==> src/rtl/duck_ctl_pkg.sv <==
// duck_ctl_pkg: screen geometry, duck sequencer states and a spawn-position helper.
`timescale 1ns/1ps
package duck_ctl_pkg;
    localparam int H_RES      = 1024;
    localparam int V_RES      = 768;
    localparam int DUCK_W     = 64;
    localparam int DUCK_H     = 64;
    localparam int SKY_BOTTOM = 600;
    localparam int X_MAX      = H_RES - DUCK_W;
    localparam int Y_GND      = SKY_BOTTOM - DUCK_H;

    typedef logic signed [11:0] pos_t;

    typedef enum logic [2:0] {IDLE, FLY, HIT_PAUSE, FALL, ESCAPE, DONE} duck_state_t;

    // Fold out-of-range random values back onto the screen instead of clamping, to keep spread.
    function automatic pos_t spawn_x(input logic [9:0] r);
        return (r <= 10'(X_MAX)) ? pos_t'({2'b00, r}) : pos_t'({2'b00, r - 10'd512});
    endfunction
endpackage

==> src/rtl/duck_ctl_lfsr16.sv <==
// lfsr16: 16-bit Galois LFSR (taps 16,14,13,11), one step per clock.
`timescale 1ns/1ps
module lfsr16 #(
    parameter logic [15:0] SEED = 16'hACE1
) (
    input  logic        clk,
    input  logic        rst,
    output logic [15:0] q
);
    always_ff @(posedge clk or posedge rst) begin
        if (rst) q <= SEED;
        else     q <= {1'b0, q[15:1]} ^ (q[0] ? 16'hB400 : 16'h0000);
    end
endmodule

==> src/rtl/duck_ctl.sv <==
// duck_ctl: per-round duck motion and state sequencer (fly, hit pause, fall, escape).
// Define DUCK_CTL_RANDOM_TURN_EN to allow random direction changes every 64th flight frame.
`timescale 1ns/1ps
module duck_ctl
    import duck_ctl_pkg::*;
#(
    parameter int          SPEED        = 4,
    parameter int          FLY_FRAMES   = 300,
    parameter int          PAUSE_FRAMES = 30,
    parameter logic [15:0] LFSR_SEED    = 16'hACE1
) (
    input  logic        clk,
    input  logic        rst,
    input  logic        new_frame,
    input  logic        start,
    input  logic        shot_hit,
    output logic [10:0] duck_x,
    output logic [10:0] duck_y,
    output logic        duck_show,
    output logic        duck_hit,
    output logic        round_done,
    output logic        duck_killed
);
    localparam pos_t XM  = pos_t'(X_MAX);
    localparam pos_t YG  = pos_t'(Y_GND);
    localparam pos_t SP  = pos_t'(SPEED);
    localparam pos_t SP2 = pos_t'(2 * SPEED);

    duck_state_t state, state_nx;
    pos_t        x, y, dx, dy;
    pos_t        x_nx, y_nx, dx_nx, dy_nx;
    pos_t        sx, sy, fx, fy, fdx, fdy;
    logic [15:0] frame_cnt, frame_nx, frame_inc;
    logic [15:0] pause_cnt, pause_nx, pause_inc;
    logic        killed, killed_nx;
    logic [15:0] l;
    logic        unused_l;

    assign unused_l = ^l[15:11];

    lfsr16 #(.SEED(LFSR_SEED)) u_lfsr (
        .clk(clk),
        .rst(rst),
        .q  (l)
    );

    always_ff @(posedge clk or posedge rst) begin
        if (rst) begin
            state     <= IDLE;
            x         <= '0;
            y         <= '0;
            dx        <= '0;
            dy        <= '0;
            frame_cnt <= '0;
            pause_cnt <= '0;
            killed    <= 1'b0;
        end else begin
            state     <= state_nx;
            x         <= x_nx;
            y         <= y_nx;
            dx        <= dx_nx;
            dy        <= dy_nx;
            frame_cnt <= frame_nx;
            pause_cnt <= pause_nx;
            killed    <= killed_nx;
        end
    end

    always_comb begin
        frame_inc = frame_cnt + 16'd1;
        pause_inc = pause_cnt + 16'd1;
        // One flight step with bounce: overshoot is clamped to the edge and that axis reverses.
        sx  = x + dx;
        sy  = y + dy;
        fx  = (sx < 0) ? '0 : (sx > XM) ? XM : sx;
        fy  = (sy < 0) ? '0 : (sy > YG) ? YG : sy;
        fdx = (sx < 0 || sx > XM) ? -dx : dx;
        fdy = (sy < 0 || sy > YG) ? -dy : dy;
`ifdef DUCK_CTL_RANDOM_TURN_EN
        if (frame_inc[5:0] == 6'd0 && frame_inc != '0 && l[0] && fx - fdx >= 0 && fx - fdx <= XM)
            fdx = -fdx;
        if (frame_inc[5:0] == 6'd0 && frame_inc != '0 && l[1] && fy - fdy >= 0 && fy - fdy <= YG)
            fdy = -fdy;
`endif
        state_nx  = state;
        x_nx      = x;
        y_nx      = y;
        dx_nx     = dx;
        dy_nx     = dy;
        frame_nx  = frame_cnt;
        pause_nx  = pause_cnt;
        killed_nx = killed;
        case (state)
            IDLE: if (start) begin
                state_nx  = FLY;
                x_nx      = spawn_x(l[9:0]);
                y_nx      = YG;
                dx_nx     = l[10] ? -SP : SP;
                dy_nx     = -SP;
                frame_nx  = '0;
                killed_nx = 1'b0;
            end
            // A hit freezes the duck even when it lands on the timeout frame.
            FLY: if (shot_hit) begin
                state_nx = HIT_PAUSE;
                pause_nx = '0;
            end else if (new_frame) begin
                x_nx     = fx;
                y_nx     = fy;
                dx_nx    = fdx;
                dy_nx    = fdy;
                frame_nx = frame_inc;
                state_nx = (frame_inc == 16'(FLY_FRAMES)) ? ESCAPE : FLY;
            end
            HIT_PAUSE: if (new_frame) begin
                pause_nx = pause_inc;
                state_nx = (pause_inc == 16'(PAUSE_FRAMES)) ? FALL : HIT_PAUSE;
            end
            FALL: if (new_frame) begin
                y_nx      = (y + SP2 >= YG) ? YG : y + SP2;
                state_nx  = (y + SP2 >= YG) ? DONE : FALL;
                killed_nx = (y + SP2 >= YG) ? 1'b1 : killed;
            end
            ESCAPE: if (new_frame) begin
                dx_nx     = '0;
                y_nx      = (y - SP <= 0) ? '0 : y - SP;
                state_nx  = (y - SP <= 0) ? DONE : ESCAPE;
                killed_nx = (y - SP <= 0) ? 1'b0 : killed;
            end
            DONE:    state_nx = IDLE;
            default: state_nx = IDLE;
        endcase
    end

    always_comb begin
        duck_x      = x[10:0];
        duck_y      = y[10:0];
        duck_show   = state inside {FLY, HIT_PAUSE, FALL, ESCAPE};
        duck_hit    = state inside {HIT_PAUSE, FALL};
        round_done  = state == DONE;
        duck_killed = killed;
    end
endmodule

==> config.mk <==
export PLATFORM = sky130hd
export DESIGN_NAME = duck_ctl
export DESIGN_NICKNAME = d
export VERILOG_FILES = /design/src/rtl/duck_ctl_pkg.sv /design/src/rtl/duck_ctl_lfsr16.sv /design/src/rtl/duck_ctl.sv
export SDC_FILE = /design/constraint.sdc
export NUM_CORES = 1
export LEC_CHECK = 0
export CORE_UTILIZATION = 60
export CTS_CLUSTER_SIZE = 28
export DETAILED_ROUTE_END_ITERATION = 10
export PLACE_DENSITY = 0.84
export SKIP_CTS_REPAIR_TIMING = 1
export SLEW_MARGIN = 20
export SYNTH_ARGS = -nofsm -noshare
export SYNTH_HDL_FRONTEND = slang
export SYNTH_SLANG_ARGS = --single-unit
==> constraint.sdc <==
create_clock -name clk -period 3.95 [get_ports clk]
set_input_delay 0.79 -clock clk [delete_from_list [all_inputs] [get_ports clk]]
set_output_delay 0.79 -clock clk [all_outputs]
set_load 0.01 [all_outputs]
==> flow_summary.html, run 1 <==
<table>
<tr><th>Metric</th><th>Value</th></tr>
<tr><th colspan="2">Timing</th></tr>
<tr><td>Largest clock skew in the final design</td><td>approximately 0.012 ns</td></tr>
<tr><td>Worst path setup slack after routing</td><td>about 0.56 ns</td></tr>
<tr><td>Hold Violations, Final</td><td>0</td></tr>
<tr><td>Fmax</td><td>slightly below 300 MHz</td></tr>
<tr><td>Hold_ws</td><td>0.3579 ns</td></tr>
<tr><td>Clock period minus final worst setup slack</td><td>between 3 and 4 ns</td></tr>
<tr><td>Max-slew headroom</td><td>roughly 52%</td></tr>
<tr><td>Unrepaired setup endpoints after global routing</td><td>no</td></tr>
<tr><td>Final Slew Violations</td><td>0</td></tr>
<tr><td>Transition time of the tightest slew-check pin</td><td>between 0.7 and 0.8 ns</td></tr>
<tr><td>Setup total negative slack</td><td>0 ns</td></tr>
<tr><td>Fraction of the cycle the final worst path needs</td><td>85.80%</td></tr>
<tr><td>Number of endpoints failing setup at the final stage</td><td>0</td></tr>
<tr><th colspan="2">Final layout</th></tr>
<tr><td>Footprint of the multi-input gates</td><td>around 4000 µm²</td></tr>
<tr><td>Finished Layout Cells</td><td>between 900 and 1000</td></tr>
<tr><td>Post-synthesis to final-layout area growth</td><td>9.050%</td></tr>
<tr><td>Nets@finish</td><td>roughly 860</td></tr>
<tr><td>Final-layout fill cell count</td><td>roughly 850</td></tr>
<tr><td>Post-Route Utilization</td><td>roughly two thirds</td></tr>
<tr><td>Number of inserted diodes</td><td>0</td></tr>
<tr><td>Sequential cell area in the final layout</td><td>~2500 µm²</td></tr>
<tr><td>Layout cell share with drive strength beyond 1</td><td>under 10%</td></tr>
<tr><th colspan="2">GRT</th></tr>
<tr><td>Met1 global-route usage</td><td>41.91%</td></tr>
<tr><td>Global-route wire length before repair</td><td>just under 30000 µm</td></tr>
<tr><td>Initial antenna violation count</td><td>0</td></tr>
<tr><td>Global-route track usage on met3</td><td>under 10%</td></tr>
<tr><td>GRT met2 Usage</td><td>a little over 50%</td></tr>
<tr><td>Number of global-route vias before repair</td><td>slightly below 6000</td></tr>
<tr><td>Total gr overflow</td><td>0</td></tr>
<tr><td>Most crowded layer after global routing</td><td>met2</td></tr>
<tr><td>Overall global routing resource usage</td><td>between 30% and 40%</td></tr>
<tr><td>Largest net degree at the start of global routing</td><td>between 50 and 60</td></tr>
<tr><th colspan="2">Pwr</th></tr>
<tr><td>IR Drop Worst-Case VDD</td><td>between 0.0005 and 0.0006 V</td></tr>
<tr><td>Power Density</td><td>between 700 and 800 nW/µm²</td></tr>
<tr><td>Leakage component of the power</td><td>around 3.1 nW</td></tr>
<tr><th colspan="2">Clock tree</th></tr>
<tr><td>Worst-skew pair later-pin latency</td><td>0.36 ns</td></tr>
<tr><td>CTS Buffer Depth</td><td>2</td></tr>
<tr><td>Number of CTS-inserted buffers</td><td>9</td></tr>
<tr><td>Clock Root Buffer</td><td>clkbuf_16</td></tr>
<tr><td>Reg clk slew, reported paths</td><td>0.07 ns</td></tr>
<tr><td>Number of sinks driven by the clock tree</td><td>98</td></tr>
<tr><td>CTS H-Tree Depth</td><td>3</td></tr>
<tr><td>Clock tree from TritonCTS</td><td>yes</td></tr>
<tr><th colspan="2">Yosys</th></tr>
<tr><td>Area fraction of the dominant cell type after synthesis</td><td>approximately a third</td></tr>
<tr><td>Register bit total from synthesis</td><td>slightly below 100</td></tr>
<tr><td>Total nets after synthesis</td><td>860</td></tr>
<tr><td>Dominant cell type by area after synthesis</td><td>dfrtp_1</td></tr>
<tr><td>Most used DFF post-synth</td><td>dfrtp_1</td></tr>
<tr><td>Number of distinct library cells after synthesis</td><td>80</td></tr>
<tr><td>Synth area leaders</td><td>dfrtp_1 33%, o21ai_0 5.8%, ha_1 5.6%</td></tr>
<tr><td>Number of warnings printed during yosys synthesis</td><td>0</td></tr>
<tr><td>Syn Inst Count</td><td>approximately 800</td></tr>
<tr><td>Part of the Yosys area used for sequential elements</td><td>~36%</td></tr>
<tr><td>Post-Synthesis Mean Instance Area</td><td>approximately 8.3 µm²</td></tr>
<tr><td>Netlist area before placement</td><td>between 6000 and 7000 µm²</td></tr>
<tr><td>Async S/R FF share, synth</td><td>100.0%</td></tr>
<tr><td>Post-synth EDFFs</td><td>0</td></tr>
<tr><th colspan="2">Floorplan</th></tr>
<tr><td>Number of core rows</td><td>38</td></tr>
<tr><td>Placeable Area</td><td>10980 µm²</td></tr>
<tr><td>Horizontal die dimension</td><td>109.0 µm</td></tr>
<tr><td>Ports</td><td>31</td></tr>
<tr><td>Initial core utilization</td><td>62.57%</td></tr>
<tr><td>Die Y</td><td>approximately 110 µm</td></tr>
<tr><td>Die ar.</td><td>about 12000 µm²</td></tr>
<tr><th colspan="2">Run status</th></tr>
<tr><td>Status</td><td>finished, final reports clean</td></tr>
<tr><th colspan="2">Critical path</th></tr>
<tr><td>Worst Path Required</td><td>approximately 4.2 ns</td></tr>
<tr><td>Crit Path Max Fanout</td><td>17</td></tr>
<tr><td>Worst setup EP type</td><td>register</td></tr>
<tr><td>Startpoint class of the critical path</td><td>register</td></tr>
<tr><td>CP Data Arrival Time</td><td>around 3.6 ns</td></tr>
<tr><td>Type of the setup path with the least slack</td><td>register to register</td></tr>
<tr><th colspan="2">Drt</th></tr>
<tr><td>Routed length per instance</td><td>17.88 µm</td></tr>
<tr><td>Final wirelength</td><td>approximately 17000 µm</td></tr>
<tr><td>Number of routed nets with antenna violations</td><td>0</td></tr>
<tr><td>Mean number of vias per cell</td><td>~6.5</td></tr>
<tr><td>Count of unresolved DRC violations after routing</td><td>0</td></tr>
<tr><td>Initial DRC Count</td><td>684</td></tr>
<tr><td>Routed via count</td><td>6320</td></tr>
<tr><td>First-pass iteration count of the detailed router</td><td>7</td></tr>
<tr><th colspan="2">Flow run</th></tr>
<tr><td>Max-Cap Viols</td><td>0</td></tr>
<tr><th colspan="2">Worst hold path</th></tr>
<tr><td>Worst hold path class</td><td>register to register</td></tr>
<tr><th colspan="2">Placed design</th></tr>
<tr><td>Final estimated routing congestion in global placement</td><td>approximately 0.90</td></tr>
<tr><td>HPWL after detailed placement</td><td>~12000 µm</td></tr>
<tr><td>Port-buffer cells</td><td>30</td></tr>
<tr><td>Worst Setup Slack post-DPL</td><td>0.6751 ns</td></tr>
<tr><td>Placed cell count</td><td>949</td></tr>
</table>
-- where the power goes --
| group | leakage [nW] | switching (W) | total, W | internal [W] |
|---|---|---|---|---|
| combinational | 1.72 | 0.00202 | 0.00342 | 0.00140 |
| clock | 0.154 | 0.000417 | 0.000980 | 0.000563 |
| sequential | 1.25 | 0.000354 | 0.00157 | 0.00122 |
| total | 3.12 | 0.00279 | 0.00597 | 0.00318 |
-- stage by stage --
| step | area [µm²] | power, W |
|---|---|---|
| 6_report | 7493 | 0.005967 |
| 2_1_floorplan | 6872 | 0.004062 |
| 5_1_grt | 7493 | 0.006402 |
| 3_3_place_gp | 7171 | 0.004776 |
| 4_1_cts | 7493 | 0.005912 |
| 3_5_place_dp | 7171 | 0.004912 |
-- state kept, by name (all words and copies together), names as in the netlist --
name         flops
x               11
duck_killed      1
frame_cnt       16
dx              12
dy              11
y               12
pause_cnt       16
u_lfsr.q        16
state            3
-- logic make-up (layout without fill, tap and decap cells) --
kind of cell	Yosys count	count (layout)	synth area share (%)
XOR/XNOR	44	44	5.608
flip-flops	98	98	35.83
multiplexers	7	7	1.020
buffers and inverters	83	85	5.408
adder cells (fa/ha/maj)	32	32	5.936
AND/OR/NAND/NOR	330	330	23.89
AO/OA/AOI/OAI	229	229	22.31
-- layout by cell type (no fill, tap or decap), types with 9 or more instances in the layout --
cell and count:
nand2b_1 10, nor2_1 74, inv_1 29, nand3_1 42, o31ai_1 12, clkbuf_16 9, o21a_1 9, nor3_1 24
o21ai_0 80, a21oi_1 31, dfrtp_1 90, xnor2_1 28, a31oi_1 9, and3_1 17, ha_1 31, o22ai_1 9
nand2_1 88, nand4_1 12, clkdlybuf4s50_1 30, xor2_1 16
-- cell type report --
type	instances	share of cell area, %
repair buffers	39	5.076
clock inverters	6	1.252
clock buffers	10	3.056
flip-flops and latches	98	32.86
multi-input cells	642	53.88
inverters	30	1.536
well taps	140	2.338
-- final timing paths --
kind                                              from                        end  slack (ns)  cells past startpoint
worst max-delay path                  x[0]$_DFFE_PP0P_          dx[9]$_DFFE_PP0P_        0.56                     11
worst min-delay path            u_lfsr.q[12]$_DFF_PP0_     u_lfsr.q[11]$_DFF_PP1_        0.36                      0
worst max register to register        x[0]$_DFFE_PP0P_          dx[9]$_DFFE_PP0P_        0.56                     11
worst min register to register  u_lfsr.q[12]$_DFF_PP0_     u_lfsr.q[11]$_DFF_PP1_        0.36                      0
max in group asynchronous                          rst  pause_cnt[15]$_DFFE_PP0P_        2.36                      3
min in group asynchronous                          rst     u_lfsr.q[14]$_DFF_PP0_        0.89                      2
-- per-layer routing --
metal / vias up / routed length [µm]
met5: - / 0
met4: 0 / 381
met3: 35 / 998
met2: 266 / 8417
met1: 3052 / 7459
li1: 2967 / -
-- cells in the mapped netlist, types with 4 or more instances --
library cell,count
o211ai_1,4
xor2_1,16
or3_1,8
and3_1,17
or2_2,5
nor4_1,5
o22ai_1,9
inv_1,30
or4_1,6
a31oi_1,9
buf_2,9
o21ai_1,4
buf_4,11
clkbuf_1,28
and2_1,7
ha_1,31
o221ai_1,6
nor3_1,24
and4_1,5
a31o_2,4
o21ai_0,80
nor3b_1,7
mux2i_1,7
nor2b_1,7
a21oi_1,31
xnor2_1,28
a21o_1,6
nand2b_1,10
nand3_1,42
o31ai_1,12
dfrtp_1,90
buf_1,4
nand4_1,12
nand2_1,88
nor2_1,74
a211o_1,6
o21a_1,9
dfstp_2,8
-- worst max-delay path: stages, from the launching register on --
cell and delay [ns]:
dfrtp_1 0.38, ha_1 0.19, inv_1 0.06, fa_1 0.41, nor2b_1 0.21, o211ai_1 0.20, a31o_2 0.30, a211o_1 0.32
o21bai_1 0.21, a31oi_4 0.44, nand2b_1 0.36, o21ai_0 0.16
No activity file was read; power rests on OpenSTA's default activity.
==> inputs of run 2 (changes only) <==
SLEW_MARGIN = 0   (was 20)
==> results of run 2 <==
The final DEF is identical to that of run 1; final timing and power are the same.
